`config.mk`:
```
export PLATFORM = sky130hd
export DESIGN_NAME = fetch_ctrl
export DESIGN_NICKNAME = d
export VERILOG_FILES = /design/src/rtl/cpu_pkg.sv /design/src/rtl/if_id_reg.sv /design/src/rtl/fetch_ctrl.sv
export SDC_FILE = /design/constraint.sdc
export NUM_CORES = 1
export LEC_CHECK = 0
export BUFFER_PORTS_ARGS = -buffer_cell sky130_fd_sc_hd__buf_2
export CORE_UTILIZATION = 35
export DETAILED_ROUTE_END_ITERATION = 6
export GPL_TIMING_DRIVEN = 0
export PLACE_DENSITY_LB_ADDON = 0.2
export SLEW_MARGIN = 15
export SYNTH_ARGS = -nofsm -noshare
export SYNTH_HDL_FRONTEND = slang
export SYNTH_SLANG_ARGS = --single-unit
```
`constraint.sdc`:
```
create_clock -name clk -period 2.3 [get_ports clk]
set_input_delay 0 -clock clk [delete_from_list [all_inputs] [get_ports clk]]
set_output_delay 0 -clock clk [all_outputs]
set_load 0.005 [all_outputs]
```
`src/rtl/cpu_pkg.sv`:
```
// Shared constants and types for the RV32 pipeline front end.
// Instruction encodings used by fetch, plus the fetch controller state encoding.
package cpu_pkg;

  localparam int          XLEN       = 32;
  localparam logic [31:0] NOP_INSTR  = 32'h0000_0013;
  localparam logic [31:0] HALT_INSTR = 32'hFFFF_FFFF;

  typedef enum logic [1:0] {
    RUN    = 2'd0,
    DRAIN  = 2'd1,
    HALTED = 2'd2
  } fetch_state_t;

endpackage

```
`src/rtl/if_id_reg.sv`:
```
// IF/ID pipeline register: pc, instr, valid. Flush (NOP, invalid) wins over load.
// One-cycle latency; en low holds the contents, which is how stalls back-pressure the IF stage.
module if_id_reg
  import cpu_pkg::*;
(
  input  logic            clk,
  input  logic            rst_n,
  input  logic            en_i,
  input  logic            flush_i,
  input  logic [XLEN-1:0] pc_i,
  input  logic [XLEN-1:0] instr_i,
  output logic [XLEN-1:0] pc_o,
  output logic [XLEN-1:0] instr_o,
  output logic            valid_o
);

  logic [XLEN-1:0] pc_q;
  logic [XLEN-1:0] instr_q;
  logic            valid_q;

  always_ff @(posedge clk or negedge rst_n) begin
    if (!rst_n) begin
      pc_q    <= '0;
      instr_q <= NOP_INSTR;
      valid_q <= 1'b0;
    end else if (flush_i) begin
      // pc is left as-is: it is meaningless while valid is low
      instr_q <= NOP_INSTR;
      valid_q <= 1'b0;
    end else if (en_i) begin
      pc_q    <= pc_i;
      instr_q <= instr_i;
      valid_q <= 1'b1;
    end
  end

  assign pc_o    = pc_q;
  assign instr_o = instr_q;
  assign valid_o = valid_q;

endmodule

```
`src/rtl/fetch_ctrl.sv`:
```
// Instruction-fetch controller: owns the PC, addresses the combinational ROM, loads IF/ID.
// Handles stall/redirect and drains the pipeline with NOPs after the halt word before halting.
module fetch_ctrl
  import cpu_pkg::*;
#(
  parameter int          ADDR_W       = 5,
  parameter logic [31:0] RESET_PC     = 32'h0,
  parameter int          DRAIN_CYCLES = 4
) (
  input  logic              clk,
  input  logic              rst_n,
  output logic [ADDR_W-1:0] rom_addr,
  input  logic [XLEN-1:0]   rom_instr,
  input  logic              stall,
  input  logic              redirect_valid,
  input  logic [XLEN-1:0]   redirect_pc,
  output logic [XLEN-1:0]   if_pc,
  output logic [XLEN-1:0]   if_instr,
  output logic              if_valid,
  output logic              halted
);

  localparam int                CNT_W    = (DRAIN_CYCLES > 1) ? $clog2(DRAIN_CYCLES) : 1;
  localparam logic [CNT_W-1:0]  CNT_LAST = CNT_W'(DRAIN_CYCLES - 1);

  fetch_state_t     state_q, state_d;
  logic [XLEN-1:0]  pc_q, pc_d;
  logic [CNT_W-1:0] cnt_q, cnt_d;
  logic             ifid_en;
  logic             ifid_flush;
  logic [XLEN-1:0]  redirect_tgt;

  assign redirect_tgt = redirect_pc & 32'hFFFF_FFFC;

  always_ff @(posedge clk or negedge rst_n) begin
    if (!rst_n) begin
      state_q <= RUN;
      pc_q    <= RESET_PC;
      cnt_q   <= '0;
    end else begin
      state_q <= state_d;
      pc_q    <= pc_d;
      cnt_q   <= cnt_d;
    end
  end

  always_comb begin
    state_d    = state_q;
    pc_d       = pc_q;
    cnt_d      = cnt_q;
    ifid_en    = 1'b0;
    ifid_flush = 1'b0;
    unique case (state_q)
      RUN: begin
        if (redirect_valid) begin
          pc_d       = redirect_tgt;
          ifid_flush = 1'b1;
        end else if (!stall) begin
          ifid_en = 1'b1;
          pc_d    = pc_q + 32'd4;
          if (rom_instr == HALT_INSTR) begin
            state_d = DRAIN;
            cnt_d   = '0;
          end
        end
      end
      DRAIN: begin
        // A redirect here means the halt word was on a wrong path
        if (redirect_valid) begin
          state_d    = RUN;
          pc_d       = redirect_tgt;
          cnt_d      = '0;
          ifid_flush = 1'b1;
        end else if (!stall) begin
          ifid_flush = 1'b1;
          if (cnt_q == CNT_LAST) begin
            state_d = HALTED;
          end else begin
            cnt_d = cnt_q + 1'b1;
          end
        end
      end
      HALTED: begin
      end
      default: begin
        state_d = RUN;
      end
    endcase
  end

  if_id_reg u_if_id_reg (
    .clk     (clk),
    .rst_n   (rst_n),
    .en_i    (ifid_en),
    .flush_i (ifid_flush),
    .pc_i    (pc_q),
    .instr_i (rom_instr),
    .pc_o    (if_pc),
    .instr_o (if_instr),
    .valid_o (if_valid)
  );

  assign rom_addr = pc_q[ADDR_W+1:2];
  assign halted   = (state_q == HALTED);

endmodule

```
# Yosys cells after proc, flatten, opt, wreduce, memory -nomap -nowiden
# Index checks and enable logic that the tools add are counted.
[op_classes]
n_addsub = 2
n_eq_ne = 12
n_mux = 28
bitwise = 2
n_reduce_logical = 7
[op_table]
columns = ["operator", "n"]
rows = [
  ["two-way mux 32 bit", 5],
  ["one-hot mux 32 bit (2 select lines)", 1],
  ["adder 32 x 3 -> 32 bit (second input constant)", 1],
  ["equality test 32 bit (second input constant)", 1],
  ["two-way mux 2 bit", 12],
  ["!= test 3 bit (second input constant)", 4],
  ["AND reduction 6 bit", 2],
  ["!= test 2 bit (second input constant)", 4],
  ["two-way mux 1 bit", 7],
  ["one-hot mux 2 bit (3 select lines)", 1],
  ["equality test 2 bit (second input constant)", 2],
  ["one-hot mux 2 bit (2 select lines)", 1],
  ["nonzero test 2 bit", 2],
  ["AND reduction 3 bit", 1],
  ["adder 2 x 1 -> 2 bit (second input constant)", 1],
  ["equality test 2 x 1 -> 1 bit (second input constant)", 1],
  ["zero test 2 bit", 1],
  ["inverter 1 bit", 2],
  ["one-hot mux 1 bit (2 select lines)", 1],
  ["AND reduction 2 bit", 1],
]
[word_totals]
ff_bits = 101
out_inout_bits = 71
wordCells = 57

# Depth between registers and ports, before layout
# Gate-level depths: netlist (run 1).
[logic_depth]
ltp_word = 5
mapped_depth = 8
depth_no_buf = 6

# Cells and area by module
# A second synthesis (run 1) with hierarchy kept.
[hier_totals]
hier_cells = 461
hier_area_um2 = 4976.0
[modules_own_cells]
columns = ["mod", "n_inst", "cells_per_inst", "area_each_um2"]
rows = [
  ["if_id_reg", 1, 176, 2656.3],
  ["fetch_ctrl", 1, 285, 2319.7],
]

# Worst setup path before layout (run 1)
# OpenSTA, ideal clock, no wires.
[synth_path]
path_kind = "flip-flop to flip-flop"
startpoint = "register pc_q[5]"
endpoint = "register pc_q[23]"
setup_time_ns = 0.069
arrival_ns = 1.623
required_ns = 2.231
slack_ns = 0.608
stages_incl_launch_ff = 7
synth_period_minus_slack_ns = 1.692
path_cell_list = "dfrtp_1 > buf_2 > nand4_4 > nor4_4 > nand2_2 > or4_1 > nand3_1"
[synth_between]
elab_chain_cells = 4
[synth_rtl]
columns = ["element", "line_no", "text"]
rows = [
  ["start: declaration", "fetch_ctrl.sv:27", "logic [XLEN-1:0] pc_q, pc_d;"],
  ["start signal: assignment", "fetch_ctrl.sv:42", "pc_q <= pc_d;"],
  ["adder 32 x 3 -> 32 bit", "fetch_ctrl.sv:60", "pc_d = pc_q + 32'd4;"],
  ["two-way mux 32 bit", "fetch_ctrl.sv:58", "end else if (!stall) begin"],
  ["two-way mux 32 bit", "fetch_ctrl.sv:55", "if (redirect_valid) begin"],
  ["one-hot mux 32 bit (2 select lines)", "fetch_ctrl.sv:53", "unique case (state_q)"],
]
# No other way between the ends. The select of a mux whose other input is x is not followed.
# A chain may end at the register's enable or synchronous reset.

# Worst setup path after layout (run 1)
[layout_path]
startpoint = "register state_q[0]"
endpoint = "register pc_q[21]"
[layout_between]
elab_chain_cells = 3
elab_cells_between_ends = 7
classes_between = "eq/ne: 3; mux: 1; reduce/logical: 3"
[layout_rtl]
columns = ["element", "line_no", "text"]
rows = [
  ["start: declaration", "fetch_ctrl.sv:26", "fetch_state_t state_q, state_d;"],
  ["start signal: assignment", "fetch_ctrl.sv:41", "state_q <= state_d;"],
  ["equality test 2 x 1 -> 1 bit or zero test 2 bit (tied branches)", "fetch_ctrl.sv:53", ""],
  ["!= test 2 bit (no source line) (tied with other cells)", "n/a", ""],
  ["AND reduction 3 bit (no source line)", "n/a", ""],
]
# Parallel ways exist; a longest one is shown, timed or not.

==> impl_metrics.csv, run 1 <==
group,metric,value,unit
final_layout,syn_to_final_growth,37.4,%
sta,hold_violations,0,
floorplanning,num_io_pins,139,
floorplanning,fp.dieW,118,um
cts,clockRootBuffer,"clkbuf_16",
sta,fin_crit_sh,91.5,%
power,cellLeakagePower,3.17,nW
routing,drt_iter0_markers,278,
global_route,grt_antenna_before_repair,0,
routing,firstDrtPassIters,5,
setup_path,cp_slowest_cell,"o21bai_1",
synthesis,ys_seq_elements,97,
setup_path,cp-end-kind,"flip-flop",
setup_path,path_class,"flip-flop to flip-flop",
synthesis,synth_edf_count,0,
sta,finClkSkew,0.00552,ns
synthesis,avgSynthCellArea,9.29,um2
floorplanning,core-area,13200,um2
synthesis,ys_seq_area_share,51.5,%
status,status,"finished, final reports clean",
cts,htree_num_levels,3,
routing,vias,4725,
job,maxCapViolations,0,
floorplanning,dieArea,14000,um2
sta,setup_ws,0.195,ns
global_route,grt_pass1_wl,24100,um
setup_path,required,2.54,ns
synthesis,synth.cell_area,4720,um2
sta,final_max_slew_viol_count,0,
routing,drc,0,
sta,finalSetupViolCount,0,
cts,cts.sinks,97,
sta,rsz0062_at_grt,"false",
sta,period_needed,2.10,ns
routing,wl_per_cell,16.9,um
min_path,min_path_type,"input pin to flip-flop",
cts,postCtsSetupBuffers,0,
power,power_density,672,nW/um2
global_route,grt_pass1_vias,4580,
synthesis,ys_warn_count,0,
sta,maxSlewHeadroom,56.2,%
min_path,min_from,"redirect_pc[11]",
sta,tightest_slew,0.656,ns
final_layout,utilization,49.1,%
floorplanning,initial_core_util,35.8,%
global_route,grt_max_degree,53,
cts,cts_tree,"yes",
place,dp_cells,818,
setup_path,path_cells,"buf_2, nor2_1, o21bai_1, clkbuf_1, nor3_1, mux2i_1, nand3_1",
setup_path,cp-start-kind,"flip-flop",
sta,fmax,475,MHz
global_route,grt.total_usage,22.5,%
routing,wl,15000,um
final_layout,diodes,0,
synthesis,synthArstFlopShare,100,%
synthesis,synth_cells,508,
place,gp_congestion,0.858,
cts,numCtsBuffers,9,
cts,path_clk_slew,0.06,ns
sta,final.setup.tns,0,ns
final_layout,final_net_count,778,
setup_path,startpoint,"state_q[0]",
routing,viasPerCell,5.32,
place,portBuffers,132,
synthesis,netlist-cell-type-count,54,
cts,clk_path_buf_depth,2,
final_layout,final_cells,888,
setup_path,cp_data_arrival_time,2.34,ns
place,dp_hpwl,10300,um
cts,clkLatencyLatePin,0.35,ns
power,vdd_drop_max,0.327,mV
setup_path,crit_fanout,10,
setup_path,cpPeakStageDelay,0.51,ns
floorplanning,fp.dieH,118,um
final_layout,drive_gt1_share,25.8,%
global_route,overflow,0,
synthesis,ys.flop_type,"dfrtp_1",
routing,antenna_left,0,
place,place_ws,0.0295,ns
setup_path,r2r-start,"state_q[0]",
floorplanning,rows,42,
==> critical path, delay by kind of cell, from the launching register on <==
kind / cells / cell delay [ns]
AND/OR/NAND/NOR: 3 / 0.25
multiplexers: 1 / 0.14
buffers and inverters: 2 / 0.72
AO/OA/AOI/OAI: 1 / 0.51
flip-flops: 1 / 0.36
==> registers in the layout, summed over array words and instances (netlist names) <==
name	flops
u_if_id_reg.instr_o	32
pc_q	30
u_if_id_reg.pc_o	30
cnt_q	2
state_q	2
u_if_id_reg.valid_o	1
==> metrics by stage <==
step           total power [mW]  instance area, um2  hold WS (ns)
2_1_floorplan              2.48                4720        -0.296
3_3_place_gp               2.84                5600         0.231
3_5_place_dp               2.86                5640       -0.0397
4_1_cts                    4.39                6470       0.00285
5_1_grt                    4.59                6480       0.00810
6_report                   4.36                6480        0.0111
==> metal layers <==
metal	routed length, um	vias to the layer above	part of all wire (%)	global-route usage, %
li1	-	2233	-	-
met4	327	0	2.2	10.3
met5	0	-	0	0
met1	6530	2277	44	28.5
met2	7110	194	47	36.5
met3	1020	21	6.8	4.84
==> kinds of logic (layout without fill, tap and decap cells) <==
family | Yosys count | count (layout) | synth area share [%]
buffers and inverters | 45 | 248 | 5.04
DFF | 97 | 97 | 51.5
and+or+nand+nor | 244 | 244 | 25.0
AOI/OAI and AO/OA | 117 | 117 | 17.4
other | 1 | 2 | 0.0795
adders and majority gates | 2 | 2 | 0.530
muxes | 2 | 2 | 0.424
==> report_power, final <==
group	internal [mW]	total [mW]	leakage [nW]	switching, mW
Combinational	0.402	0.846	1.84	0.444
Sequential	1.90	2.07	1.20	0.173
Clock	0.814	1.44	0.138	0.628
==> cells in the mapped netlist (all sizes together) (2+ instances only) <==
library cell	n	area share, %
nand2b	3	0.45
clkbuf	22	2.0
a2bb2oi	5	0.93
o32ai	2	0.37
nand3	29	3.1
buf	19	2.7
nor2	31	2.5
o211ai	4	0.64
and3	10	1.3
inv	4	0.32
nand2	119	9.5
a21o	5	0.80
ha	2	0.53
o21ai	20	2.1
o22ai	7	0.93
nor3	13	1.4
a22oi	4	0.64
and2	3	0.40
a211oi	2	0.32
a21oi	23	2.4
nor4	10	2.1
a22o	29	5.4
a41o	2	0.45
dfstp	3	1.7
a31oi	3	0.40
nand4	19	2.8
and4	3	0.58
dfrtp	94	50
o22a	3	0.56
mux2i	2	0.42
==> final cells by class <==
class | count | area [um2]
Clock buffer | 13 | 270
Inverter | 4 | 15.0
Buffer | 41 | 225
Multi-Input combinational cell | 367 | 2060
Clock inverter | 2 | 12.5
Timing Repair Buffer | 188 | 1240
Sequential cell | 97 | 2430
Fill cell | 1297 | 6710
Tap cell | 176 | 220
==> cells in the final DEF (no fill, tap or decap), drive strengths merged, types with 19 or more instances in the layout <==
cell type	n
buf	152
nand2	119
dfrtp	94
dlygate4sd3	55
clkbuf	35
nor2	31
nand3	29
a22o	29
a21oi	23
o21ai	20
nand4	19
==> path summary, 6_finish.rpt <==
kind	end	slack (ns)	cells after the start
max	pc_q[21]	0.20	7
min	pc_q[11]	0.01	3
max reg2reg	pc_q[21]	0.20	7
min reg2reg	u_if_id_reg.pc_o[28]	0.47	2
max in group asynchronous	u_if_id_reg.instr_o[0]	1.49	3
min in group asynchronous	u_if_id_reg.pc_o[25]	0.14	2
==> what timing repair did <==
| item | CTS | global route |
|---|---|---|
| hold buffers | 55 | 0 |
| resized for setup | 0 | 5 |
| hold endpoints to repair | 149 | 0 |
| setup endpoints to repair | 0 | 22 |
No activity file was read; power rests on OpenSTA's default activity.
==> run 2, diff against run 1 <==
--- a/config.mk
+++ b/config.mk
@@ -10,6 +10,7 @@
 export DETAILED_ROUTE_END_ITERATION = 6
 export GPL_TIMING_DRIVEN = 0
 export PLACE_DENSITY_LB_ADDON = 0.2
+export RECOVER_POWER = 100
 export SLEW_MARGIN = 15
 export SYNTH_ARGS = -nofsm -noshare
 export SYNTH_HDL_FRONTEND = slang
==> run 2 against run 1 <==
Net effect: worst setup slack got worse by 0.028 ns; sequential power hardly changed; global-route usage unchanged; clock skew increased by 0.0017 ns; critical endpoint unchanged; clock power hardly changed; combinational power decreased by 3.1%; cell area shrank 1.2%.
==> impl_metrics.csv, run 2 (synthesis results as in run 1) <==
group,metric,value,unit
sta,hold_slack,0.00894,ns
power,power.total,4.33,mW
cts,cts_tree,"yes",
sta,final.setup.tns,0,ns
sta,final_max_slew_viol_count,0,
cts,cts.sinks,97,
cts,postCtsSetupBuffers,0,
routing,drc,0,
floorplanning,core-area,13200,um2
final_layout,final_cells,888,
place,gp_congestion,0.858,
final_layout,final_net_count,778,
sta,tightest_slew,1.12,ns
global_route,grt_pass1_vias,4580,
sta,finalSetupViolCount,0,
final_layout,largest_register_ffs,32,
setup_path,required,2.53,ns
sta,period_needed,2.13,ns
setup_path,cp-start-kind,"flip-flop",
global_route,grt_antenna_before_repair,0,
floorplanning,dieArea,14000,um2
setup_path,cp-end-kind,"flip-flop",
sta,hold_violations,0,
setup_path,path_class,"flip-flop to flip-flop",
setup_path,path_cells,"buf_2, nor2_1, o21bai_1, clkbuf_1, nor3_1, mux2i_1, nand3_1",
cts,clk_path_buf_depth,2,
final_layout,final_cell_mix,"118 x nand2_1, 110 x buf_2, 94 x dfrtp_1",
routing,antenna_left,0,
setup_path,crit_fanout,10,
routing,wl,14900,um
cts,path_clk_slew,0.06,ns
setup_path,cp_slowest_cell,"o21bai_1",
global_route,grt_max_degree,53,
sta,rsz0062_at_grt,"false",
floorplanning,num_io_pins,139,
setup_path,crit_family,"buffers and inverters",
final_layout,filler_cell_count,1318,
power,cellLeakagePower,3.05,nW
place,dp_hpwl,10300,um
global_route,grt_pass1_wl,24100,um
final_layout,fin_area,6400,um2
final_layout,drive_gt1_share,21.3,%
place,dp_cells,818,
place,portBuffers,132,
routing,vias,4692,
setup_path,cp_data_arrival_time,2.37,ns
setup_path,critical_path_buf_inv_count,2,
floorplanning,rows,42,
routing,firstDrtPassIters,5,
power,power_density,676,nW/um2
final_layout,syn_to_final_growth,35.7,%
status,status,"finished, final reports clean",
floorplanning,initial_core_util,35.8,%
global_route,overflow,0,
min_path,min_path_type,"input pin to flip-flop",
cts,clockRootBuffer,"clkbuf_16",
sta,fmax,469,MHz
routing,wl_per_cell,16.7,um
floorplanning,fp.dieW,118,um
sta,finClkSkew,0.00727,ns
place,placed_cell_area,5640,um2
routing,viasPerCell,5.28,
sta,fin_crit_sh,92.7,%
global_route,grt.total_usage,22.5,%
setup_path,cpPeakStageDelay,0.54,ns
power,vdd_drop_max,0.328,mV
final_layout,diodes,0,
cts,htree_num_levels,3,
routing,drt_iter0_markers,277,
sta,maxSlewHeadroom,25.1,%
final_layout,layout_commonest_cell,"nand2_1",
job,maxCapViolations,0,
floorplanning,fp.dieH,118,um
cts,clkLatencyLatePin,0.35,ns
cts,numCtsBuffers,9,
run 2: cell count changes in the layout (fill, tap and decap cells not counted), sizes merged:
cell | before | now
clkbuf | 35 | 73
buf | 152 | 114
run 2: report_power, final:
part	total [mW]	leakage, nW	switching, mW	internal (mW)
combinational	0.820	1.72	0.439	0.382
clock	1.44	0.138	0.625	0.814
sequential	2.07	1.20	0.173	1.89
total	4.33	3.05	1.24	3.09
run 2: final cells by class:
class / count / area, um2 / area share [%]
buffer: 41 / 218 / 3.40
clock buffer: 13 / 270 / 4.22
clock inverter: 2 / 12.5 / 0.195
inverter: 4 / 15.0 / 0.234
multi-input combinational: 367 / 2050 / 32.1
sequential: 97 / 2430 / 38.0
tap: 176 / 220 / 3.44
timing repair buffer: 188 / 1180 / 18.5
run 2: metal layers:
metal	vias up	part of all wire (%)	GRT usage, %
met5	-	0	0
met4	0	2.5	10.3
met3	28	7.3	4.84
met2	210	47	36.5
met1	2225	43	28.5
li1	2229	-	-
run 2: worst paths after layout:
check                                startpoint  depth (start not counted)                   end  slack (ns)
setup / recovery                     state_q[0]                          7              pc_q[21]        0.17
hold / removal                  redirect_pc[11]                          3              pc_q[11]       0.009
setup reg to reg                     state_q[0]                          7              pc_q[21]        0.17
hold reg to reg            u_if_id_reg.pc_o[28]                          2  u_if_id_reg.pc_o[28]        0.47
max in group asynchronous                 rst_n                          3              pc_q[11]        0.50
min in group asynchronous                 rst_n                          2  u_if_id_reg.pc_o[25]        0.39
run 2: tightest hold or removal path, stage by stage:
cell and delay, ns:
buf_2 0.09, o22ai_1 0.08, a21oi_1 0.14
run 2: per-stage QoR:
stage	setup WS [ns]	utilization, %
after floorplan	0.608	-
final	0.168	48.5
after detailed placement	0.0295	42.7
after global routing	0.0385	48.5
after global placement	0.109	42.5
after CTS	0.0720	49.1
run 2: repair_timing:
action | 4_1_cts | 5_1_grt
hold buffers | 55 | 0
hold endpoints to repair | 149 | 0
resized for setup | 0 | 5
setup endpoints to repair | 0 | 22
